`config.mk`:
```
export PLATFORM = sky130hd
export DESIGN_NAME = inst_fetch_arb
export DESIGN_NICKNAME = d
export VERILOG_FILES = /design/src/rtl/inst_fetch_arb_pkg.sv /design/src/rtl/inst_fetch_arb_pick2.sv /design/src/rtl/inst_fetch_arb.sv
export SDC_FILE = /design/constraint.sdc
export NUM_CORES = 1
export LEC_CHECK = 0
export ABC_AREA = 1
export CELL_PAD_IN_SITES_DETAIL_PLACEMENT = 1
export CELL_PAD_IN_SITES_GLOBAL_PLACEMENT = 1
export CORE_MARGIN = 2
export CORE_UTILIZATION = 32
export CTS_CLUSTER_DIAMETER = 150
export DETAILED_ROUTE_END_ITERATION = 12
export GPL_ROUTABILITY_DRIVEN = 0
export PLACE_DENSITY_LB_ADDON = 0.1
export SETUP_SLACK_MARGIN = 0.02
export SKIP_CTS_REPAIR_TIMING = 1
export SYNTH_ARGS = -nofsm -noshare
export SYNTH_HDL_FRONTEND = slang
export SYNTH_HIERARCHICAL = 1
export SYNTH_SLANG_ARGS = --single-unit
```
`constraint.sdc`:
```
create_clock -name clk -period 4.3 [get_ports clk]
set_input_delay 1.075 -clock clk [delete_from_list [all_inputs] [get_ports clk]]
set_output_delay 1.075 -clock clk [all_outputs]
set_load 0.03 [all_outputs]
```
`src/rtl/inst_fetch_arb_pkg.sv`:
```
// Shared constants and types for the instruction-ROM fetch arbiter.
// Optional feature macro used by this slice: INST_ARB_RR_EN (round-robin arbitration).
package inst_fetch_arb_pkg;

    localparam int unsigned INST_ADDR_W = 32;
    localparam int unsigned INST_W      = 32;
    localparam int unsigned WAIT_W      = 3;

    localparam logic CHIP_ENABLE  = 1'b1;
    localparam logic CHIP_DISABLE = 1'b0;

    typedef logic [INST_ADDR_W-1:0] inst_addr_t;
    typedef logic [INST_W-1:0]      inst_t;

    localparam inst_t ZERO_WORD = '0;

    typedef enum logic {
        S_IDLE   = 1'b0,
        S_ACCESS = 1'b1
    } state_t;

    // ROM is word-addressed; byte offset bits are dropped.
    function automatic inst_addr_t word_align(input inst_addr_t a);
        return a & ~inst_addr_t'(3);
    endfunction

endpackage

```
`src/rtl/inst_fetch_arb_pick2.sv`:
```
// Two-requester grant picker (arb_pick2): fixed priority, or round-robin
// when INST_ARB_RR_EN is defined. Produces a one-hot (or zero) grant.
module inst_fetch_arb_pick2 (
    input  logic [1:0] req,
`ifdef INST_ARB_RR_EN
    input  logic       last,
`endif
    output logic [1:0] gnt
);

    always_comb begin
        gnt = '0;
`ifdef INST_ARB_RR_EN
        // On a tie, the master not granted last time wins.
        if (req[0] && (!req[1] || last)) begin
            gnt[0] = 1'b1;
        end else if (req[1]) begin
            gnt[1] = 1'b1;
        end
`else
        if (req[0]) begin
            gnt[0] = 1'b1;
        end else if (req[1]) begin
            gnt[1] = 1'b1;
        end
`endif
    end

endmodule

```
`src/rtl/inst_fetch_arb.sv`:
```
// Shares one instruction ROM port between CPU fetch (m0) and debug/loader (m1).
// Build option: INST_ARB_RR_EN selects round-robin instead of m0-first priority.
module inst_fetch_arb
    import inst_fetch_arb_pkg::*;
#(
    parameter int unsigned WAIT_CYCLES = 1
) (
    input  logic                   clk,
    input  logic                   rst,
    input  logic                   m0_req,
    input  logic [INST_ADDR_W-1:0] m0_addr,
    output logic                   m0_gnt,
    output logic                   m0_rvalid,
    output logic [INST_W-1:0]      m0_rdata,
    input  logic                   m1_req,
    input  logic [INST_ADDR_W-1:0] m1_addr,
    output logic                   m1_gnt,
    output logic                   m1_rvalid,
    output logic [INST_W-1:0]      m1_rdata,
    output logic                   rom_ce,
    output logic [INST_ADDR_W-1:0] rom_addr,
    input  logic [INST_W-1:0]      rom_inst
);

    state_t            state_q, state_d;
    logic [WAIT_W-1:0] cnt_q;
    logic              owner_q;
    inst_addr_t        addr_q;
    logic [1:0]        pick;
    logic [1:0]        gnt;
    logic              done;

`ifdef INST_ARB_RR_EN
    logic last_q;

    inst_fetch_arb_pick2 u_pick (
        .req  ({m1_req, m0_req}),
        .last (last_q),
        .gnt  (pick)
    );

    always_ff @(posedge clk or negedge rst) begin
        if (!rst) begin
            last_q <= 1'b1;
        end else if (|gnt) begin
            last_q <= gnt[1];
        end
    end
`else
    inst_fetch_arb_pick2 u_pick (
        .req  ({m1_req, m0_req}),
        .gnt  (pick)
    );
`endif

    always_comb begin
        state_d = state_q;
        gnt     = '0;
        done    = 1'b0;
        case (state_q)
            S_IDLE: begin
                // Held reset must not leak a grant through the combinational path.
                if (rst) begin
                    gnt = pick;
                end
                if (|gnt) begin
                    state_d = S_ACCESS;
                end
            end
            S_ACCESS: begin
                if (cnt_q == '0) begin
                    done    = 1'b1;
                    state_d = S_IDLE;
                end
            end
            default: state_d = S_IDLE;
        endcase
    end

    assign m0_gnt   = gnt[0];
    assign m1_gnt   = gnt[1];
    assign rom_ce   = (state_q == S_ACCESS) ? CHIP_ENABLE : CHIP_DISABLE;
    assign rom_addr = (state_q == S_ACCESS) ? addr_q : '0;

    always_ff @(posedge clk or negedge rst) begin
        if (!rst) begin
            state_q <= S_IDLE;
            cnt_q   <= '0;
            owner_q <= 1'b0;
            addr_q  <= '0;
        end else begin
            state_q <= state_d;
            if (|gnt) begin
                addr_q  <= word_align(gnt[1] ? m1_addr : m0_addr);
                owner_q <= gnt[1];
                cnt_q   <= WAIT_W'(WAIT_CYCLES);
            end else if (state_q == S_ACCESS && cnt_q != '0) begin
                cnt_q <= cnt_q - WAIT_W'(1);
            end
        end
    end

    always_ff @(posedge clk or negedge rst) begin
        if (!rst) begin
            m0_rvalid <= 1'b0;
            m1_rvalid <= 1'b0;
            m0_rdata  <= ZERO_WORD;
            m1_rdata  <= ZERO_WORD;
        end else begin
            m0_rvalid <= done && !owner_q;
            m1_rvalid <= done && owner_q;
            if (done && !owner_q) begin
                m0_rdata <= rom_inst;
            end
            if (done && owner_q) begin
                m1_rdata <= rom_inst;
            end
        end
    end

endmodule

```
======== Yosys cells after proc, flatten, opt, wreduce, memory -nomap -nowiden ========
Index checks and enable logic that the tools add are counted.
word-level totals
  register bits after elaboration ......... 101
  bits of input ports ..................... 100
  output and inout bits ................... 101
operators by class
  add/sub/neg operators ................... 1
  mux-type cells .......................... 16
  bitwise operators ....................... 1
  reductions and logical operators ........ 9
operator list
  cell                                                                 number
  32-bit two-way mux                                                   2
  1-bit two-way mux                                                    8
  2-bit two-way mux                                                    3
  3-bit two-way mux                                                    2
  2-bit OR reduction                                                   2
  1-bit logical AND                                                    3
  3-bit zero test                                                      1
  3-bit nonzero test                                                   1
  3-bit by 1-bit subtractor with 3-bit output (second input constant)  1
  1-bit case mux with 2 select lines                                   1
  2-bit nonzero test                                                   1
  1-bit zero test                                                      1
  1-bit inverter                                                       1

======== Longest topological paths before layout ========
Gate-level depths: netlist of the first run.
  depth in word-level cells ............... 7
  depth in mapped cells ................... 9
  gate-level depth less buffers ........... 9

======== Cells and area by module ========
Netlist of the first run, hierarchy kept.
by module, submodules not included
  module                instances  cells each  area each (um2)  sequential area each (um2)
  inst_fetch_arb        1          575         4534.3           2527.4
  inst_fetch_arb_pick2  1          3           17.5             0.0

======== Least setup slack after synthesis of the first run ========
No wires, ideal clock.
  kind .................................... input -> output
  start ................................... in m1_req
  end ..................................... out m1_gnt
  arrival ................................. 1.810 ns
  required time ........................... 3.225 ns
  path slack .............................. 1.415 ns
  cell stages on the path ................. 6
  cell sequence ........................... inv_1 nor2_2 buf_2 nand3_1 buf_2 inv_1
between the ends
  word-level cells in the longest chain between the ends .. 5
ends and longest elaborated chain
  element                          line                        source
  from (decl)                      inst_fetch_arb.sv:15        input logic m1_req,
  1-bit two-way mux                inst_fetch_arb_pick2.sv:23  end else if (req[1]) begin
  1-bit two-way mux                inst_fetch_arb_pick2.sv:21  if (req[0]) begin
  net pick[1]                      inst_fetch_arb.sv:29        logic [1:0] pick;
  2-bit two-way mux                inst_fetch_arb.sv:63        if (rst) begin
  2-bit two-way mux (2 in series)  inst_fetch_arb.sv:60        case (state_q)
  to (decl)                        inst_fetch_arb.sv:17        output logic m1_gnt,
The timed path passes the listed nets, and every way through them passes these cells. The select of a mux whose other input is x is not followed.

======== Worst setup path in the final report of the first run ========
  start ................................... reg state_q
  end ..................................... out m1_gnt
between the ends
  word-level cells in the longest chain between the ends .. 1
ends and longest elaborated chain
  element                 line                  source
  from (decl)             inst_fetch_arb.sv:25  state_t state_q, state_d;
  from (signal assigned)  inst_fetch_arb.sv:92  state_q <= state_d;
  2-bit two-way mux       inst_fetch_arb.sv:60
No other way between the ends.

==> results of run 1 <==
## power by group through the flow
stage	clock [mW]	sequential, mW	combinational, mW
floorplan	0	2.27	0.986
global placement	0	1.69	2.72
detailed placement	0	1.72	2.78
CTS	0.909	1.71	2.79
global route	0.949	1.77	2.99
finish	0.881	1.70	2.74
## cell usage in the layout (no fill, tap or decap), types with 3 or more instances in the layout
cell type / synthesis / routed
clkdlybuf4s50_1: 0 / 192
nand2_1: 252 / 252
dfrtp_1: 101 / 101
buf_4: 4 / 10
clkbuf_16: 0 / 9
inv_1: 75 / 75
o21ai_0: 67 / 67
nand4_1: 30 / 30
nand3_1: 5 / 3
## state kept, by name, indices dropped and copies added (netlist names)
name / cells
m1_rvalid: 1
state_q: 1
m0_rvalid: 1
m1_rdata: 32
cnt_q: 3
addr_q: 30
m0_rdata: 32
owner_q: 1
## worst max-delay path by stage
| stage | endpoint | slack, ns | start |
|---|---|---|---|
| floorplan | m1_gnt | 1.41 | m1_req |
| global placement | m0_gnt | 0.77 | m0_req |
| detailed placement | m0_gnt | 0.78 | m0_req |
| CTS | m1_gnt | 0.73 | state_q |
| global route | m1_gnt | 0.49 | state_q |
| finish | m1_gnt | 0.78 | state_q |
## through the flow
stage                     area, um2  instances  hold slack (ns)  setup WS, ns
final                          6920        937            0.479         0.777
after global placement         6600        921            0.462         0.773
after floorplan                4560        579            0.449          1.41
after detailed placement       6600        921            0.465         0.781
after global routing           6920        937            0.509         0.495
after CTS                      6920        937            0.485         0.726
## cells by family after synthesis
| group | count (synthesis) | synth area share |
|---|---|---|
| simple gates | 289 | 0.257 |
| compound gates | 68 | 0.0756 |
| flops | 101 | 0.555 |
| buf+inv | 117 | 0.106 |
| fa+ha+maj | 2 | 0.00550 |
| other cells | 1 | 0.000824 |
## worst max-delay path, stage by stage (launching register included)
cell and delay [ns]:
dfrtp_1 0.90, inv_1 0.68, nand3_1 0.28, inv_1 0.07
buf_4 0.17
## per-layer routing
layer  part of all wire  wire length, um  track usage
met1               0.46             6070        0.237
met3              0.073              968       0.0470
met5                  0                0            0
met4              0.010              133       0.0447
met2               0.46             6160        0.296
## cell type report
class	instances	area share
Multi-Input combinational cell	361	0.225
Sequential cell	101	0.365
Inverter	77	0.0418
Tap cell	180	0.0325
Clock inverter	6	0.0139
Clock buffer	10	0.0331
Timing Repair Buffer	202	0.289
==> metrics.yaml, run 1 <==
global_routing:
  grt_max_degree: 75
  grt_overflow: 0
  grt_pass1_vias: 4322
  antenna_found_initial: 0
  grt_pass1_wl_mm: 21.5
  grt_util_all_layers: 0.180
place:
  post-dp-hpwl_mm: 9.67
  io_buffers: 194
synth:
  syn-cell-area_um2: 4550
  synth_top_area_frac: 0.555
  synthFlopType: "dfrtp_1"
  yosysMostFrequentCell: "nand2_1"
  seq_area_frac_synth: 0.555
  synth_area_leaders: "dfrtp_1, nand2_1, o21ai_0"
  ys_seq_elements: 101
  syn_avg_cell_area_um2: 7.88
  synth_common_cells: "nand2_1, dfrtp_1, inv_1"
  yosysWarnings: 6
  synth_edf_count: 0
  synthCells: 578
  async_flop_share: 1.00
  synth_area_leader_cell: "dfrtp_1"
  synthDistinctLibCells: 14
final_layout:
  layout-drive-gt1-share: 0.0423
  fin_nets: 854
  num_antenna_cells: 0
  fillers: 1677
  multiInputGateArea_um2: 1560
  fin_util: 0.499
  seqCellArea_um2: 2530
  synthToLayoutAreaGrowth_pct: 52.1
power:
  vdd.ir_drop.worst_mv: 0.265
  power.switching_mw: 2.31
  p_int_mw: 3.02
  clockPowerShare: 0.165
  total_power_mw: 5.32
  p_leak_nw: 3.59
  swShare: 0.433
  seq_power_share: 0.319
  p_per_area_nw_per_um2: 769
  pwr-share-comb: 0.515
setup_path:
  critPathKind: "reg2out"
  crit_arrival_ns: 2.45
  critical_path.max_fanout: 31
  cp_data_required_time_ns: 3.22
  r2r_end: "m0_rdata[12]"
  startpoint_type: "flip-flop"
  reg2reg_depth: 3
  cp-end-kind: "output port"
  r2r_start: "state_q"
  r2r_slack_ns: 1.56
routing:
  wirelength_mm: 13.3
  routed_via_density: 4.53
  ant_nets: 0
  drc: 0
  drt_first_pass_iters: 4
  wl_per_cell_um: 14.2
  vias: 4240
  drtIter0Drc: 239
timing:
  max_slew_margin: 0.248
  layout_min_cycle_time_ns: 3.52
  hold_viol: 0
  fmax_mhz: 284
  worst_pin_slew_ns: 1.13
  setup_viol: 0
  finalCritPeriodShare: 0.819
  grt_setup_unrepaired: "no"
  finClkSkew_ns: 0.00707
  slew_viol_final: 0
  fin_setup_tns_ns: 0
flow_run:
  cap_violations: 0
floorplan:
  die_h_um: 123
  io_pins: 201
  core_area_um2: 13900
  dieArea_um2: 15200
  die_w_um: 123
  rows: 43
  initial_core_util: 0.328
clock_tree:
  root_buffer: "clkbuf_16"
  path_clk_slew_ns: 0.07
  tritoncts: "built"
  insertion_delay_ns: 0.34
  cts_buffer_depth: 2
  cts_made_buffers: 9
  htree_levels: 3
  clock-sinks: 101
min_path:
  holdPathEnd: "addr_q[22]"
  hp-class: "reg2reg"
  hp-start: "addr_q[22]"
  hold_depth: 2
run_status:
  status: "finished, final reports clean"
No activity file was read; power rests on OpenSTA's default activity.
==> run 2: changes to the inputs <==
--- a/config.mk
+++ b/config.mk
@@ -9,7 +9,7 @@
 export CELL_PAD_IN_SITES_DETAIL_PLACEMENT = 1
 export CELL_PAD_IN_SITES_GLOBAL_PLACEMENT = 1
 export CORE_MARGIN = 2
-export CORE_UTILIZATION = 32
+export CORE_UTILIZATION = 27
 export CTS_CLUSTER_DIAMETER = 150
 export DETAILED_ROUTE_END_ITERATION = 12
 export GPL_ROUTABILITY_DRIVEN = 0
==> constraint.sdc (replaced) <==
create_clock -name clk -period 3.2 [get_ports clk]
set_input_delay 0.8 -clock clk [delete_from_list [all_inputs] [get_ports clk]]
set_output_delay 0.8 -clock clk [all_outputs]
set_load 0.03 [all_outputs]
==> metrics.yaml, run 2 (synthesis gave the netlist of run 1 again) <==
final_layout:
  synthToLayoutAreaGrowth_pct: 54.3  # was 52.1%
  fin_util: 0.425  # was 0.499
  final_cell_mix: "nand2_1, clkdlybuf4s50_1, dfrtp_1, inv_1, o21ai_0"  # unchanged
  num_antenna_cells: 0  # unchanged
  fillers: 1955  # was 1,677
  final_common_cell: "nand2_1"  # unchanged
  fin_nets: 856  # was 854
  largestRegisters: "m0_rdata x32, m1_rdata x32, addr_q x30"  # unchanged
  multiInputGateArea_um2: 1560  # unchanged
  layout-drive-gt1-share: 0.0474  # was 0.0423
  seqCellArea_um2: 2530  # unchanged
setup_path:
  cp_data_required_time_ns: 2.40  # was 3.22 ns
  critPathKind: "reg2out"  # unchanged
  crit_arrival_ns: 1.92  # was 2.45 ns
  startpoint_type: "flip-flop"  # unchanged
  critical_path.max_fanout: 37  # was 31
  cp-end-kind: "output port"  # unchanged
clock_tree:
  root_buffer: "clkbuf_16"  # unchanged
  insertion_delay_ns: 0.35  # was 0.34 ns
  cts_buffer_depth: 2  # unchanged
  path_clk_slew_ns: 0.07  # about the same
  clock-sinks: 101  # unchanged
  tritoncts: "built"  # unchanged
  htree_levels: 3  # unchanged
  cts_made_buffers: 9  # unchanged
timing:
  fin_setup_tns_ns: 0  # unchanged
  setup_viol: 0  # unchanged
  slew_viol_final: 0  # unchanged
  worst_pin_slew_ns: 0.851  # was 1.13 ns
  finClkSkew_ns: 0.00686  # was 0.00707 ns
  finalCritPeriodShare: 0.850
  hold_viol: 0  # unchanged
  grt_setup_unrepaired: "no"  # unchanged
  fmax_mhz: 368
  max_slew_margin: 0.433  # was 0.248
  layout_min_cycle_time_ns: 2.72
floorplan:
  io_pins: 201  # unchanged
  die_w_um: 134  # was 123 um
  rows: 47  # was 43
  die_h_um: 134  # was 123 um
  initial_core_util: 0.275  # was 0.328
  core_area_um2: 16500  # was 13,900 um2
  dieArea_um2: 17900  # was 15,200 um2
global_routing:
  grt_max_degree: 68  # was 75
  grt_use_met3: 0.0442  # was 0.0470
  grt_overflow: 0  # unchanged
  grt.busiest_layer: "met2"  # unchanged
  antenna_found_initial: 0  # unchanged
  grt_pass1_wl_mm: 23.7  # was 21.5 mm
  globalRouteMet1Util: 0.210  # was 0.237
  grt_util_met2: 0.279  # was 0.296
  grt_util_all_layers: 0.165  # was 0.180
  grt_pass1_vias: 4662  # was 4,322
routing:
  ant_nets: 0  # unchanged
  routed_via_density: 4.37  # was 4.53
  drtIter0Drc: 142  # was 239
  wirelength_mm: 14.0  # was 13.3 mm
  wl_per_cell_um: 14.3  # was 14.2 um
  drc: 0  # unchanged
  drt_first_pass_iters: 4  # unchanged
  vias: 4279  # was 4,240
power:
  p_leak_nw: 3.62  # was 3.59 nW
  p_per_area_nw_per_um2: 1040  # was 769 nW/um2
  vdd.ir_drop.worst_mv: 0.364  # was 0.265 mV
  total_power_mw: 7.28  # was 5.32 mW
flow_run:
  cap_violations: 0  # unchanged
run_status:
  status: "finished, final reports clean"  # unchanged
place:
  io_buffers: 194  # unchanged
  post-dp-hpwl_mm: 10.1  # was 9.67 mm
min_path:
  hp-class: "in2async"  # was reg2reg
-- run 2: report_power, final --
part	total, mW	switching [mW]	leakage (nW)	internal (mW)
combinational	3.75	2.29	2.22	1.46
clock	1.28	0.493	0.170	0.792
sequential	2.24	0.331	1.24	1.91
-- run 2: path summary, 6_finish.rpt --
| kind | startpoint | end | slack, ns | depth (start not counted) |
|---|---|---|---|---|
| max in group asynchronous | rst | m0_rdata[23] | 1.61 | 2 |
| worst max-delay path | state_q | rom_addr[9] | 0.48 | 4 |
| worst min register to register | addr_q[19] | addr_q[19] | 0.48 | 2 |
| worst max register to register | cnt_q[0] | m0_rdata[21] | 1.00 | 7 |
| worst min-delay path | rst | addr_q[30] | 0.40 | 1 |
| min in group clk | addr_q[19] | addr_q[19] | 0.48 | 2 |
-- run 2: critical path, cell delays in order (launching register included) --
cell	delay [ns]
dfrtp_1	0.33
buf_4	0.37
nand2_1	0.09
inv_1	0.07
clkdlybuf4s50_1	0.70
-- run 2: final cells by class --
type / count / share of cell area
sequential: 101 / 0.360
clock buffer: 10 / 0.0340
multi-input combinational: 361 / 0.222
timing repair buffer: 204 / 0.288
clock inverter: 6 / 0.0164
inverter: 77 / 0.0411
tap: 220 / 0.0392
-- run 2: layer usage --
layer,up-vias,part of all wire
met1,2018,0.45
li1,2117,-
met5,-,0
met2,132,0.47
met4,0,0.011
met3,12,0.066
-- run 2: stage by stage --
| step | cells | hold WS, ns | setup WS (ns) | area (um2) |
|---|---|---|---|---|
| final | 979 | 0.398 | 0.480 | 7030 |
| after global routing | 979 | 0.394 | 0.320 | 7030 |
| after CTS | 979 | 0.385 | 0.427 | 7030 |
| after detailed placement | 963 | 0.466 | 0.564 | 6670 |
| after global placement | 963 | 0.464 | 0.608 | 6670 |
| after floorplan | 579 | 0.449 | 0.865 | 4560 |
==> run 3: changes to the inputs <==
--- a/config.mk
+++ b/config.mk
@@ -9,7 +9,7 @@
 export CELL_PAD_IN_SITES_DETAIL_PLACEMENT = 1
 export CELL_PAD_IN_SITES_GLOBAL_PLACEMENT = 1
 export CORE_MARGIN = 2
-export CORE_UTILIZATION = 27
+export CORE_UTILIZATION = 29
 export CTS_CLUSTER_DIAMETER = 150
 export DETAILED_ROUTE_END_ITERATION = 12
 export GPL_ROUTABILITY_DRIVEN = 0
==> constraint.sdc (replaced) <==
create_clock -name clk -period 2.8 [get_ports clk]
set_input_delay 0.7 -clock clk [delete_from_list [all_inputs] [get_ports clk]]
set_output_delay 0.7 -clock clk [all_outputs]
set_load 0.03 [all_outputs]
==> metrics.yaml, run 3 (synthesis gave the netlist of run 1 again) <==
global_routing:
  grt_util_all_layers: 0.168  # was 0.165
  grt_pass1_vias: 4522  # was 4,662
  grt_pass1_wl_mm: 22.5  # was 23.7 mm
  grt_max_degree: 66  # was 68
  grt_overflow: 0  # unchanged
  antenna_found_initial: 0  # unchanged
floorplan:
  rows: 45  # was 47
  die_h_um: 129  # was 134 um
  dieArea_um2: 16700  # was 17,900 um2
  die_w_um: 129  # was 134 um
  core_area_um2: 15300  # was 16,500 um2
  io_pins: 201  # unchanged
  initial_core_util: 0.298  # was 0.275
final_layout:
  fillers: 1820  # was 1,955
  final_cell_mix: "nand2_1, clkdlybuf4s50_1, dfrtp_1, inv_1, o21ai_0"  # unchanged
  num_antenna_cells: 0  # unchanged
  fin_nets: 860  # was 856
  layout-drive-gt1-share: 0.0655  # was 0.0474
  stdcell_area_um2: 7050  # was 7030 um2
  synthToLayoutAreaGrowth_pct: 54.9  # was 54.3%
  seqCellArea_um2: 2530  # unchanged
  largestRegisters: "m0_rdata x32, m1_rdata x32, addr_q x30"  # unchanged
  final_common_cell: "nand2_1"  # unchanged
  multiInputGateArea_um2: 1560  # unchanged
  fin_util: 0.462  # was 0.425
setup_path:
  crit_arrival_ns: 1.76  # was 1.92 ns
  critPathKind: "reg2out"  # unchanged
  cp_data_required_time_ns: 2.10  # was 2.40 ns
  startpoint_type: "flip-flop"  # unchanged
  critical_path.max_fanout: 37  # unchanged
  cp-end-kind: "output port"  # unchanged
clock_tree:
  cts_buffer_depth: 2  # unchanged
  path_clk_slew_ns: 0.07  # about the same
  root_buffer: "clkbuf_16"  # unchanged
  clock-sinks: 101  # unchanged
  insertion_delay_ns: 0.35  # about the same
  cts_made_buffers: 9  # unchanged
  htree_levels: 3  # unchanged
  tritoncts: "built"  # unchanged
power:
  p_per_area_nw_per_um2: 1170  # was 1040 nW/um2
  vdd.ir_drop.worst_mv: 0.350  # was 0.364 mV
  p_leak_nw: 3.66  # was 3.62 nW
  total_power_mw: 8.25  # was 7.28 mW
routing:
  drt_first_pass_iters: 4  # unchanged
  wl_per_cell_um: 14.1  # was 14.3 um
  drtIter0Drc: 136  # was 142
  ant_nets: 0  # unchanged
  drc: 0  # unchanged
  routed_via_density: 4.44  # was 4.37
  vias: 4323  # was 4,279
  wirelength_mm: 13.8  # was 14.0 mm
timing:
  fin_setup_tns_ns: 0  # unchanged
  setup_viol: 0  # unchanged
  worst_pin_slew_ns: 0.801  # was 0.851 ns
  grt_setup_unrepaired: "no"  # unchanged
  finalCritPeriodShare: 0.880
  layout_min_cycle_time_ns: 2.46
  fmax_mhz: 406
  whs_ns: 0.403  # was 0.398 ns
  max_slew_margin: 0.466  # was 0.433
  hold_viol: 0  # unchanged
  slew_viol_final: 0  # unchanged
  finClkSkew_ns: 0.00548  # was 0.00686 ns
min_path:
  hp-class: "in2async"  # unchanged
place:
  place_area_um2: 6740  # was 6670 um2
  post-dp-hpwl_mm: 9.99  # was 10.1 mm
  io_buffers: 194  # unchanged
run_status:
  status: "finished, final reports clean"  # unchanged
flow_run:
  cap_violations: 0  # unchanged
## run 3: metal layers
layer	up-vias	global-route usage	wire length, um
li1	2129	-	-
met4	0	0.0480	153
met2	127	0.273	6360
met5	-	0	0
met3	12	0.0434	1010
met1	2055	0.223	6230
## run 3: worst paths after layout
| path | start | to | slack (ns) | depth (start not counted) |
|---|---|---|---|---|
| max in group asynchronous | rst | m1_rdata[14] | 1.69 | 2 |
| max reg2reg | cnt_q[0] | m0_rdata[13] | 0.69 | 7 |
| min in group clk | addr_q[18] | addr_q[18] | 0.48 | 2 |
| max | state_q | rom_addr[8] | 0.34 | 4 |
| min | rst | addr_q[26] | 0.40 | 2 |
| min reg2reg | addr_q[18] | addr_q[18] | 0.48 | 2 |
## run 3: worst max-delay path, stage by stage, from the launching register on
cell             delay [ns]
dfrtp_1                0.37
buf_12                 0.22
nand2_1                0.07
inv_1                  0.06
clkdlybuf4s50_1        0.69
## run 3: cell type report
class / count / share of cell area
clock buffer: 10 / 0.0339
sequential: 101 / 0.359
timing repair buffer: 208 / 0.298
multi-input combinational: 361 / 0.221
inverter: 77 / 0.0410
tap: 211 / 0.0375
clock inverter: 6 / 0.00994
## run 3: power breakdown
part / internal, mW / switching [mW] / leakage [nW]
logic: 1.75 / 2.64 / 2.27
clock network: 0.726 / 0.574 / 0.147
registers: 2.18 / 0.378 / 1.24
## run 3: stage by stage
stage               std cells  setup WS [ns]
CTS                       974          0.284
finish                    974          0.337
global placement          958          0.434
global route              974          0.216
floorplan                 579          0.665
detailed placement        958          0.434
